**src/rtl/vortex_axil_ctrl_master_pkg.sv**
```systemverilog
// Shared types and constants for the Vortex AXI4-Lite control master.
// Holds the FSM state encoding, AXI response codes and default widths.
package vortex_axil_ctrl_master_pkg;

    typedef enum logic [2:0] {
        ST_IDLE  = 3'd0,
        ST_WR    = 3'd1,
        ST_WRESP = 3'd2,
        ST_RD    = 3'd3,
        ST_RDATA = 3'd4,
        ST_RESP  = 3'd5
    } ctrl_state_e;

    localparam logic [1:0] AXI_RESP_OKAY   = 2'd0;
    localparam logic [1:0] AXI_RESP_EXOKAY = 2'd1;
    localparam logic [1:0] AXI_RESP_SLVERR = 2'd2;
    localparam logic [1:0] AXI_RESP_DECERR = 2'd3;

    localparam int DEF_ADDR_WIDTH     = 8;
    localparam int DEF_DATA_WIDTH     = 32;
    localparam int DEF_TIMEOUT_CYCLES = 1024;

endpackage

```
**src/rtl/vortex_axil_ctrl_master_if.sv**
```systemverilog
// AXI4-Lite control channel bundle (AW/W/B and AR/R) between the master and the Vortex slave.
interface vortex_axil_ctrl_master_if #(
    parameter int AW = 8,
    parameter int DW = 32
);
    logic            awvalid;
    logic            awready;
    logic [AW-1:0]   awaddr;
    logic            wvalid;
    logic            wready;
    logic [DW-1:0]   wdata;
    logic [DW/8-1:0] wstrb;
    logic            bvalid;
    logic            bready;
    logic [1:0]      bresp;
    logic            arvalid;
    logic            arready;
    logic [AW-1:0]   araddr;
    logic            rvalid;
    logic            rready;
    logic [DW-1:0]   rdata;
    logic [1:0]      rresp;

    modport master (
        output awvalid, awaddr, wvalid, wdata, wstrb, bready, arvalid, araddr, rready,
        input  awready, wready, bvalid, bresp, arready, rvalid, rdata, rresp
    );

    modport slave (
        input  awvalid, awaddr, wvalid, wdata, wstrb, bready, arvalid, araddr, rready,
        output awready, wready, bvalid, bresp, arready, rvalid, rdata, rresp
    );

endinterface

```
**src/rtl/vortex_axil_timeout_cnt.sv**
```systemverilog
// Saturating phase-wait counter; reached flags that the LIMIT-th cycle of a phase is next,
// so a flag registered from it becomes visible exactly in that cycle.
module vortex_axil_timeout_cnt #(
    parameter int LIMIT = 1024
) (
    input  logic clk,
    input  logic rst_n,
    input  logic clear,
    input  logic en,
    output logic reached
);

    localparam int CW = $clog2(LIMIT + 1);

    logic [CW-1:0] cnt;
    logic [CW:0]   cnt_ahead;

    // cnt holds the phase cycles already completed; +2 looks past the current cycle and the flag register
    assign cnt_ahead = {1'b0, cnt} + (CW+1)'(2);
    assign reached   = en && (cnt_ahead >= (CW+1)'(LIMIT));

    always_ff @(posedge clk or negedge rst_n) begin
        if (!rst_n) begin
            cnt <= '0;
        end else if (clear) begin
            cnt <= '0;
        end else if (en && (cnt != CW'(LIMIT))) begin
            cnt <= cnt + 1'b1;
        end
    end

endmodule

```
**src/rtl/vortex_axil_ctrl_master.sv**
```systemverilog
// Single-outstanding AXI4-Lite control master for the Vortex control slave.
// state    | meaning
// ST_IDLE  | req_ready high, waiting for a request
// ST_WR    | AW and W offered, each dropped on its own handshake
// ST_WRESP | bready high, waiting for B
// ST_RD    | AR offered until arready
// ST_RDATA | rready high, waiting for R
// ST_RESP  | rsp_valid pulse, back to idle
module vortex_axil_ctrl_master
    import vortex_axil_ctrl_master_pkg::*;
#(
    parameter int VORTEX_AXI_CTRL_ADDR_WIDTH = DEF_ADDR_WIDTH,
    parameter int VORTEX_AXI_CTRL_DATA_WIDTH = DEF_DATA_WIDTH,
    parameter int TIMEOUT_CYCLES             = DEF_TIMEOUT_CYCLES
) (
    input  logic                                    clk,
    input  logic                                    rst_n,
    input  logic                                    req_valid,
    output logic                                    req_ready,
    input  logic                                    req_we,
    input  logic [VORTEX_AXI_CTRL_ADDR_WIDTH-1:0]   req_addr,
    input  logic [VORTEX_AXI_CTRL_DATA_WIDTH-1:0]   req_wdata,
    input  logic [VORTEX_AXI_CTRL_DATA_WIDTH/8-1:0] req_wstrb,
    output logic                                    rsp_valid,
    output logic [VORTEX_AXI_CTRL_DATA_WIDTH-1:0]   rsp_rdata,
    output logic [1:0]                              rsp_resp,
    output logic                                    timeout_o,
    vortex_axil_ctrl_master_if.master               m_axi_ctrl
);

    ctrl_state_e state;
    logic        aw_done;
    logic        w_done;
    logic        accept;
    logic        aw_hs;
    logic        w_hs;
    logic        ar_hs;
    logic        wr_done_now;
    logic        tmo_clear;
    logic        tmo_en;
    logic        tmo_reached;

    assign accept      = req_valid && req_ready;
    assign aw_hs       = m_axi_ctrl.awvalid && m_axi_ctrl.awready;
    assign w_hs        = m_axi_ctrl.wvalid && m_axi_ctrl.wready;
    assign ar_hs       = m_axi_ctrl.arvalid && m_axi_ctrl.arready;
    assign wr_done_now = (aw_done || aw_hs) && (w_done || w_hs);

    // Counter restarts whenever a new wait phase begins
    assign tmo_clear = accept
                     || ((state == ST_WR) && wr_done_now)
                     || ((state == ST_RD) && ar_hs);
    assign tmo_en    = ((state == ST_WR) || (state == ST_WRESP) ||
                        (state == ST_RD) || (state == ST_RDATA)) && !tmo_clear;

    vortex_axil_timeout_cnt #(
        .LIMIT (TIMEOUT_CYCLES)
    ) u_timeout_cnt (
        .clk     (clk),
        .rst_n   (rst_n),
        .clear   (tmo_clear),
        .en      (tmo_en),
        .reached (tmo_reached)
    );

    always_ff @(posedge clk or negedge rst_n) begin
        if (!rst_n) begin
            state              <= ST_IDLE;
            req_ready          <= 1'b1;
            aw_done            <= 1'b0;
            w_done             <= 1'b0;
            m_axi_ctrl.awvalid <= 1'b0;
            m_axi_ctrl.awaddr  <= '0;
            m_axi_ctrl.wvalid  <= 1'b0;
            m_axi_ctrl.wdata   <= '0;
            m_axi_ctrl.wstrb   <= '0;
            m_axi_ctrl.bready  <= 1'b0;
            m_axi_ctrl.arvalid <= 1'b0;
            m_axi_ctrl.araddr  <= '0;
            m_axi_ctrl.rready  <= 1'b0;
            rsp_valid          <= 1'b0;
            rsp_rdata          <= '0;
            rsp_resp           <= AXI_RESP_OKAY;
            timeout_o          <= 1'b0;
        end else begin
            rsp_valid <= 1'b0;
            // Sticky: valid is never withdrawn, the transaction just keeps waiting
            if (tmo_reached) begin
                timeout_o <= 1'b1;
            end

            case (state)
                ST_IDLE: begin
                    if (accept) begin
                        req_ready <= 1'b0;
                        timeout_o <= 1'b0;
                        if (req_we) begin
                            state              <= ST_WR;
                            aw_done            <= 1'b0;
                            w_done             <= 1'b0;
                            m_axi_ctrl.awvalid <= 1'b1;
                            m_axi_ctrl.awaddr  <= req_addr;
                            m_axi_ctrl.wvalid  <= 1'b1;
                            m_axi_ctrl.wdata   <= req_wdata;
                            m_axi_ctrl.wstrb   <= req_wstrb;
                        end else begin
                            state              <= ST_RD;
                            m_axi_ctrl.arvalid <= 1'b1;
                            m_axi_ctrl.araddr  <= req_addr;
                        end
                    end
                end

                ST_WR: begin
                    if (aw_hs) begin
                        m_axi_ctrl.awvalid <= 1'b0;
                        aw_done            <= 1'b1;
                    end
                    if (w_hs) begin
                        m_axi_ctrl.wvalid <= 1'b0;
                        w_done            <= 1'b1;
                    end
                    if (wr_done_now) begin
                        state             <= ST_WRESP;
                        m_axi_ctrl.bready <= 1'b1;
                    end
                end

                ST_WRESP: begin
                    if (m_axi_ctrl.bvalid) begin
                        state             <= ST_RESP;
                        m_axi_ctrl.bready <= 1'b0;
                        rsp_valid         <= 1'b1;
                        rsp_rdata         <= '0;
                        rsp_resp          <= m_axi_ctrl.bresp;
                    end
                end

                ST_RD: begin
                    if (ar_hs) begin
                        state              <= ST_RDATA;
                        m_axi_ctrl.arvalid <= 1'b0;
                        m_axi_ctrl.rready  <= 1'b1;
                    end
                end

                ST_RDATA: begin
                    if (m_axi_ctrl.rvalid) begin
                        state             <= ST_RESP;
                        m_axi_ctrl.rready <= 1'b0;
                        rsp_valid         <= 1'b1;
                        rsp_rdata         <= m_axi_ctrl.rdata;
                        rsp_resp          <= m_axi_ctrl.rresp;
                    end
                end

                ST_RESP: begin
                    state     <= ST_IDLE;
                    req_ready <= 1'b1;
                end

                default: begin
                    state     <= ST_IDLE;
                    req_ready <= 1'b1;
                end
            endcase
        end
    end

endmodule
```
**src/flat_wrapper.sv**
```systemverilog
// flat-port wrapper written by rule: the top's interface ports become plain ports
module vortex_axil_ctrl_master_flat import vortex_axil_ctrl_master_pkg::*;
#(
    parameter int VORTEX_AXI_CTRL_ADDR_WIDTH = DEF_ADDR_WIDTH,
    parameter int VORTEX_AXI_CTRL_DATA_WIDTH = DEF_DATA_WIDTH,
    parameter int TIMEOUT_CYCLES             = DEF_TIMEOUT_CYCLES
)
  (clk, rst_n, req_valid, req_ready, req_we, req_addr, req_wdata, req_wstrb, rsp_valid, rsp_rdata, rsp_resp, timeout_o, m_axi_ctrl_awvalid, m_axi_ctrl_awaddr, m_axi_ctrl_wvalid, m_axi_ctrl_wdata, m_axi_ctrl_wstrb, m_axi_ctrl_bready, m_axi_ctrl_arvalid, m_axi_ctrl_araddr, m_axi_ctrl_rready, m_axi_ctrl_awready, m_axi_ctrl_wready, m_axi_ctrl_bvalid, m_axi_ctrl_bresp, m_axi_ctrl_arready, m_axi_ctrl_rvalid, m_axi_ctrl_rdata, m_axi_ctrl_rresp);
  vortex_axil_ctrl_master_if m_axi_ctrl_i ();
  input  logic clk;
  input  logic rst_n;
  input  logic req_valid;
  output logic req_ready;
  input  logic req_we;
  input  logic [VORTEX_AXI_CTRL_ADDR_WIDTH-1:0] req_addr;
  input  logic [VORTEX_AXI_CTRL_DATA_WIDTH-1:0] req_wdata;
  input  logic [VORTEX_AXI_CTRL_DATA_WIDTH/8-1:0] req_wstrb;
  output logic rsp_valid;
  output logic [VORTEX_AXI_CTRL_DATA_WIDTH-1:0] rsp_rdata;
  output logic [1:0] rsp_resp;
  output logic timeout_o;
  output wire logic [$bits(m_axi_ctrl_i.awvalid)-1:0] m_axi_ctrl_awvalid;
  output wire logic [$bits(m_axi_ctrl_i.awaddr)-1:0] m_axi_ctrl_awaddr;
  output wire logic [$bits(m_axi_ctrl_i.wvalid)-1:0] m_axi_ctrl_wvalid;
  output wire logic [$bits(m_axi_ctrl_i.wdata)-1:0] m_axi_ctrl_wdata;
  output wire logic [$bits(m_axi_ctrl_i.wstrb)-1:0] m_axi_ctrl_wstrb;
  output wire logic [$bits(m_axi_ctrl_i.bready)-1:0] m_axi_ctrl_bready;
  output wire logic [$bits(m_axi_ctrl_i.arvalid)-1:0] m_axi_ctrl_arvalid;
  output wire logic [$bits(m_axi_ctrl_i.araddr)-1:0] m_axi_ctrl_araddr;
  output wire logic [$bits(m_axi_ctrl_i.rready)-1:0] m_axi_ctrl_rready;
  input wire logic [$bits(m_axi_ctrl_i.awready)-1:0] m_axi_ctrl_awready;
  input wire logic [$bits(m_axi_ctrl_i.wready)-1:0] m_axi_ctrl_wready;
  input wire logic [$bits(m_axi_ctrl_i.bvalid)-1:0] m_axi_ctrl_bvalid;
  input wire logic [$bits(m_axi_ctrl_i.bresp)-1:0] m_axi_ctrl_bresp;
  input wire logic [$bits(m_axi_ctrl_i.arready)-1:0] m_axi_ctrl_arready;
  input wire logic [$bits(m_axi_ctrl_i.rvalid)-1:0] m_axi_ctrl_rvalid;
  input wire logic [$bits(m_axi_ctrl_i.rdata)-1:0] m_axi_ctrl_rdata;
  input wire logic [$bits(m_axi_ctrl_i.rresp)-1:0] m_axi_ctrl_rresp;
  assign m_axi_ctrl_awvalid = m_axi_ctrl_i.awvalid;
  assign m_axi_ctrl_awaddr = m_axi_ctrl_i.awaddr;
  assign m_axi_ctrl_wvalid = m_axi_ctrl_i.wvalid;
  assign m_axi_ctrl_wdata = m_axi_ctrl_i.wdata;
  assign m_axi_ctrl_wstrb = m_axi_ctrl_i.wstrb;
  assign m_axi_ctrl_bready = m_axi_ctrl_i.bready;
  assign m_axi_ctrl_arvalid = m_axi_ctrl_i.arvalid;
  assign m_axi_ctrl_araddr = m_axi_ctrl_i.araddr;
  assign m_axi_ctrl_rready = m_axi_ctrl_i.rready;
  assign m_axi_ctrl_i.awready = m_axi_ctrl_awready;
  assign m_axi_ctrl_i.wready = m_axi_ctrl_wready;
  assign m_axi_ctrl_i.bvalid = m_axi_ctrl_bvalid;
  assign m_axi_ctrl_i.bresp = m_axi_ctrl_bresp;
  assign m_axi_ctrl_i.arready = m_axi_ctrl_arready;
  assign m_axi_ctrl_i.rvalid = m_axi_ctrl_rvalid;
  assign m_axi_ctrl_i.rdata = m_axi_ctrl_rdata;
  assign m_axi_ctrl_i.rresp = m_axi_ctrl_rresp;
  vortex_axil_ctrl_master #(.VORTEX_AXI_CTRL_ADDR_WIDTH(VORTEX_AXI_CTRL_ADDR_WIDTH), .VORTEX_AXI_CTRL_DATA_WIDTH(VORTEX_AXI_CTRL_DATA_WIDTH), .TIMEOUT_CYCLES(TIMEOUT_CYCLES)) u_core (.clk(clk), .rst_n(rst_n), .req_valid(req_valid), .req_ready(req_ready), .req_we(req_we), .req_addr(req_addr), .req_wdata(req_wdata), .req_wstrb(req_wstrb), .rsp_valid(rsp_valid), .rsp_rdata(rsp_rdata), .rsp_resp(rsp_resp), .timeout_o(timeout_o), .m_axi_ctrl(m_axi_ctrl_i));
endmodule
```
**config.mk**
```make
export PLATFORM = sky130hd
export DESIGN_NAME = vortex_axil_ctrl_master_flat
export DESIGN_NICKNAME = d
export VERILOG_FILES = /design/src/rtl/vortex_axil_ctrl_master_pkg.sv /design/src/rtl/vortex_axil_ctrl_master_if.sv /design/src/rtl/vortex_axil_timeout_cnt.sv /design/src/rtl/vortex_axil_ctrl_master.sv /design/src/flat_wrapper.sv
export SDC_FILE = /design/constraint.sdc
export NUM_CORES = 1
export LEC_CHECK = 0
export CAP_MARGIN = 20
export CORE_MARGIN = 5
export CORE_UTILIZATION = 47
export DETAILED_ROUTE_END_ITERATION = 16
export PLACE_DENSITY = 0.85
export SYNTH_ARGS = -nofsm -noshare
export SYNTH_HDL_FRONTEND = slang
export SYNTH_SLANG_ARGS = --single-unit
```
**constraint.sdc**
```tcl
create_clock -name clk -period 3.4 [get_ports clk]
set_input_delay 0.68 -clock clk [delete_from_list [all_inputs] [get_ports clk]]
set_output_delay 0.68 -clock clk [all_outputs]
set_load 0.02 [all_outputs]
```
==> results.toml <==
[clock_tree]
post_cts_buffers = 0
cts.clk_slew.worst_paths_ns = 0.10
cts_tree = "yes"
cts.sinks = 110
postCtsHoldBufs = 0
insertion_delay_ns = 0.37
root_buffer = "clkbuf_8"
cts.htree.levels = 3
cts_made_buffers = 9
cts_buffer_depth = 2
cts_resized = 0

[worst_hold_path]
hp-class = "input pin to asynchronous set/reset pin"

[routing]
dr.pass1.iters = 4
post_drt_via_cell_ratio = 5.06
antenna_left = 0
detail_route.wl_per_cell_microns = 16.7
drt_wl_total_mm = 12.1
vias = 3657
route.detailed.drc = 0
first_iter_violations = 127

[final_layout]
syn_to_final_growth_pct = 46.0
drive_gt1_share_pct = 14.6
nets = 678
antennaDiodeCount = 0
final_core_util_pct = 70.5

[floorplan]
chipWidth_microns = 110
pin_count = 183
die_area_sq_mm = 0.0121
initial_core_util_pct = 48.3
die-height_microns = 110
row_count = 36
core_sq_mm = 0.00977

[setup_path]
reg2reg_from = "u_core.state[1]"
cp.depth = 6
required_ns = 3.72
cp_cell_sequence = "clkdlybuf4s50_1 > a21oi_1 > o31ai_1 > a21boi_1 > mux2_2 > a21o_1"
critPathKind = "input pin to register"
worstSetupStartpointType = "input pin"
critical-path-top-delay-family = "compound AO/OA/AOI/OAI gates"
slowest_delay_ns = 0.67
end_kind = "register"
cpMaxStageDelayCell = "a21boi_1"
crit_buf_inv = 1
cp-startpoint = "m_axi_ctrl_wready"
cp_data_arrival_time_ns = 2.74
worstPathMaxFanout = 12
r2r_cells = 5

[place]
port_buffers = 182
place_congestion = 0.856
hpwl_mm = 9.03
dp_slack_ns = 0.612

[synthesis]
yosysSeqAreaShare_pct = 58.3
syn_area_sq_mm = 0.00472
syn-num-nets = 499
netlist_instances = 406
yosysWarnings = 0
synthDistinctLibCells = 44
synth_top_cells_by_area = "dfrtp_1, mux2_2, nand2_1"
yosysTopAreaCell = "dfrtp_1"
synth_top_cell_area_share_pct = 57.8
syn_area_per_cell_sq_um = 11.6
synth_seq_cells = 110

[global_route]
grt_max_degree = 70
grt_pass1_vias = 3930
grt_use_total_pct = 20.7
grt_pass1_wl_mm = 19.1
overflow = 0
antenna_found_initial = 0

[timing]
slew_headroom_pct = 39.5
setup_violations = 0
fin_skew_ns = 0.0107
finalHoldViolCount = 0
fin_crit_ns = 2.43
holdWs_ns = 0.354
fin_ws_ns = 0.973
tightest_slew_ns = 0.904
setup-tns-final_ns = 0
fmax_ghz = 0.412
rsz0062_at_grt = "no"
drv_slew = 0
finalCritPeriodShare_pct = 71.4

[status]
outcome = "finished clean"

[flow_run]
maxCapViolCount = 0

[power_and_ir_drop]
p_leak_uw = 0.00313
peakVddDrop_mv = 0.305
power_per_cell_area_mw_per_mm2 = 359
-- sequential cells by signal, summed over array words and instances, names as in the netlist --
| name | cells |
|---|---|
| u_core.req_ready | 1 |
| u_core.u_timeout_cnt.cnt | 11 |
| u_core.m_axi_ctrl.wstrb | 4 |
| u_core.m_axi_ctrl.arvalid | 1 |
| u_core.m_axi_ctrl.rready | 1 |
| u_core.m_axi_ctrl.bready | 1 |
| u_core.state | 3 |
| u_core.timeout_o | 1 |
| u_core.m_axi_ctrl.wvalid | 1 |
| u_core.m_axi_ctrl.awaddr | 8 |
| u_core.m_axi_ctrl.araddr | 8 |
| u_core.rsp_resp | 2 |
| u_core.m_axi_ctrl.awvalid | 1 |
| u_core.rsp_valid | 1 |
| u_core.rsp_rdata | 32 |
| u_core.aw_done | 1 |
| u_core.w_done | 1 |
| u_core.m_axi_ctrl.wdata | 32 |
-- routing by layer --
metal  global-route usage [%]  vias up  share of wire, %
met5                        0        -                 0
met4                     5.28        0               1.2
met3                     9.84       12               8.8
met2                     37.1      126                54
met1                     21.8     1778                36
li1                         -     1741                 -
-- cells in the final DEF (no fill, tap or decap), drive strengths merged, types with 4 or more instances in the layout --
cell,Yosys,layout
a21oi,11,11
clkdlybuf4s50,0,181
clkbuf,7,13
nand3,4,4
nand2,90,90
nor2,6,6
mux2i,8,8
inv,8,8
buf,14,8
mux2,54,54
ha,4,4
nor2b,4,4
a31oi,4,4
o21ai,42,42
dfrtp,109,109
-- final cells by class --
cell class | instances | area (sq um)
tap | 133 | 166
clock buffer | 13 | 159
inverter | 8 | 30.0
timing repair buffer | 189 | 1880
multi-input combinational | 267 | 1810
sequential | 110 | 2750
fill | 742 | 2880
clock inverter | 3 | 90.1
-- through the flow --
stage          area, sq um  std cells  total power [uW]
2_1_floorplan         4720        406              1400
3_3_place_gp          6620        706              1540
3_5_place_dp          6620        706              1550
4_1_cts               6870        722              2510
5_1_grt               6890        723              2580
6_report              6890        723              2480
-- final timing paths --
check                                                   end  slack [ns]
max in group asynchronous              u_core.rsp_rdata[23]        2.20
worst min-delay path               u_core.m_axi_ctrl.rready        0.35
worst max register to register  u_core.u_timeout_cnt.cnt[5]        1.05
min in group clk                       u_core.rsp_rdata[11]        0.49
worst max-delay path            u_core.u_timeout_cnt.cnt[8]        0.97
worst min register to register         u_core.rsp_rdata[11]        0.49
-- synthesized netlist by cell type, drive strengths merged --
cell type,instances
dfrtp,109
nand2,90
mux2,54
o21ai,42
buf,14
a21oi,11
inv,8
mux2i,8
clkbuf,7
nor2,6
a31oi,4
ha,4
nand3,4
nor2b,4
a21o,3
and2,3
and3,3
nand2b,3
nand4,3
nor3b,3
nor4,3
xor2,3
a211oi,2
a21boi,2
and4,2
nor3,2
o31ai,2
a32oi,1
a41oi,1
dfstp,1
o211ai,1
o21bai,1
o311ai,1
or3,1
-- power by group --
| group | internal, uW | switching, uW | leakage [uW] |
|---|---|---|---|
| registers | 1320 | 23.6 | 0.00152 |
| logic | 112 | 69.4 | 0.00148 |
| clock network | 531 | 421 | 0.000124 |
| total | 1960 | 514 | 0.00313 |
-- kinds of logic after synthesis --
logic type               share of synthesized area [%]
multiplexers                                      14.6
flip-flops                                        58.3
AO/OA/AOI/OAI                                     9.22
buffers and inverters                             3.60
XOR/XNOR                                         0.716
AND/OR/NAND/NOR                                   12.5
adder cells (fa/ha/maj)                           1.06
(Power assumes the default switching activity.)
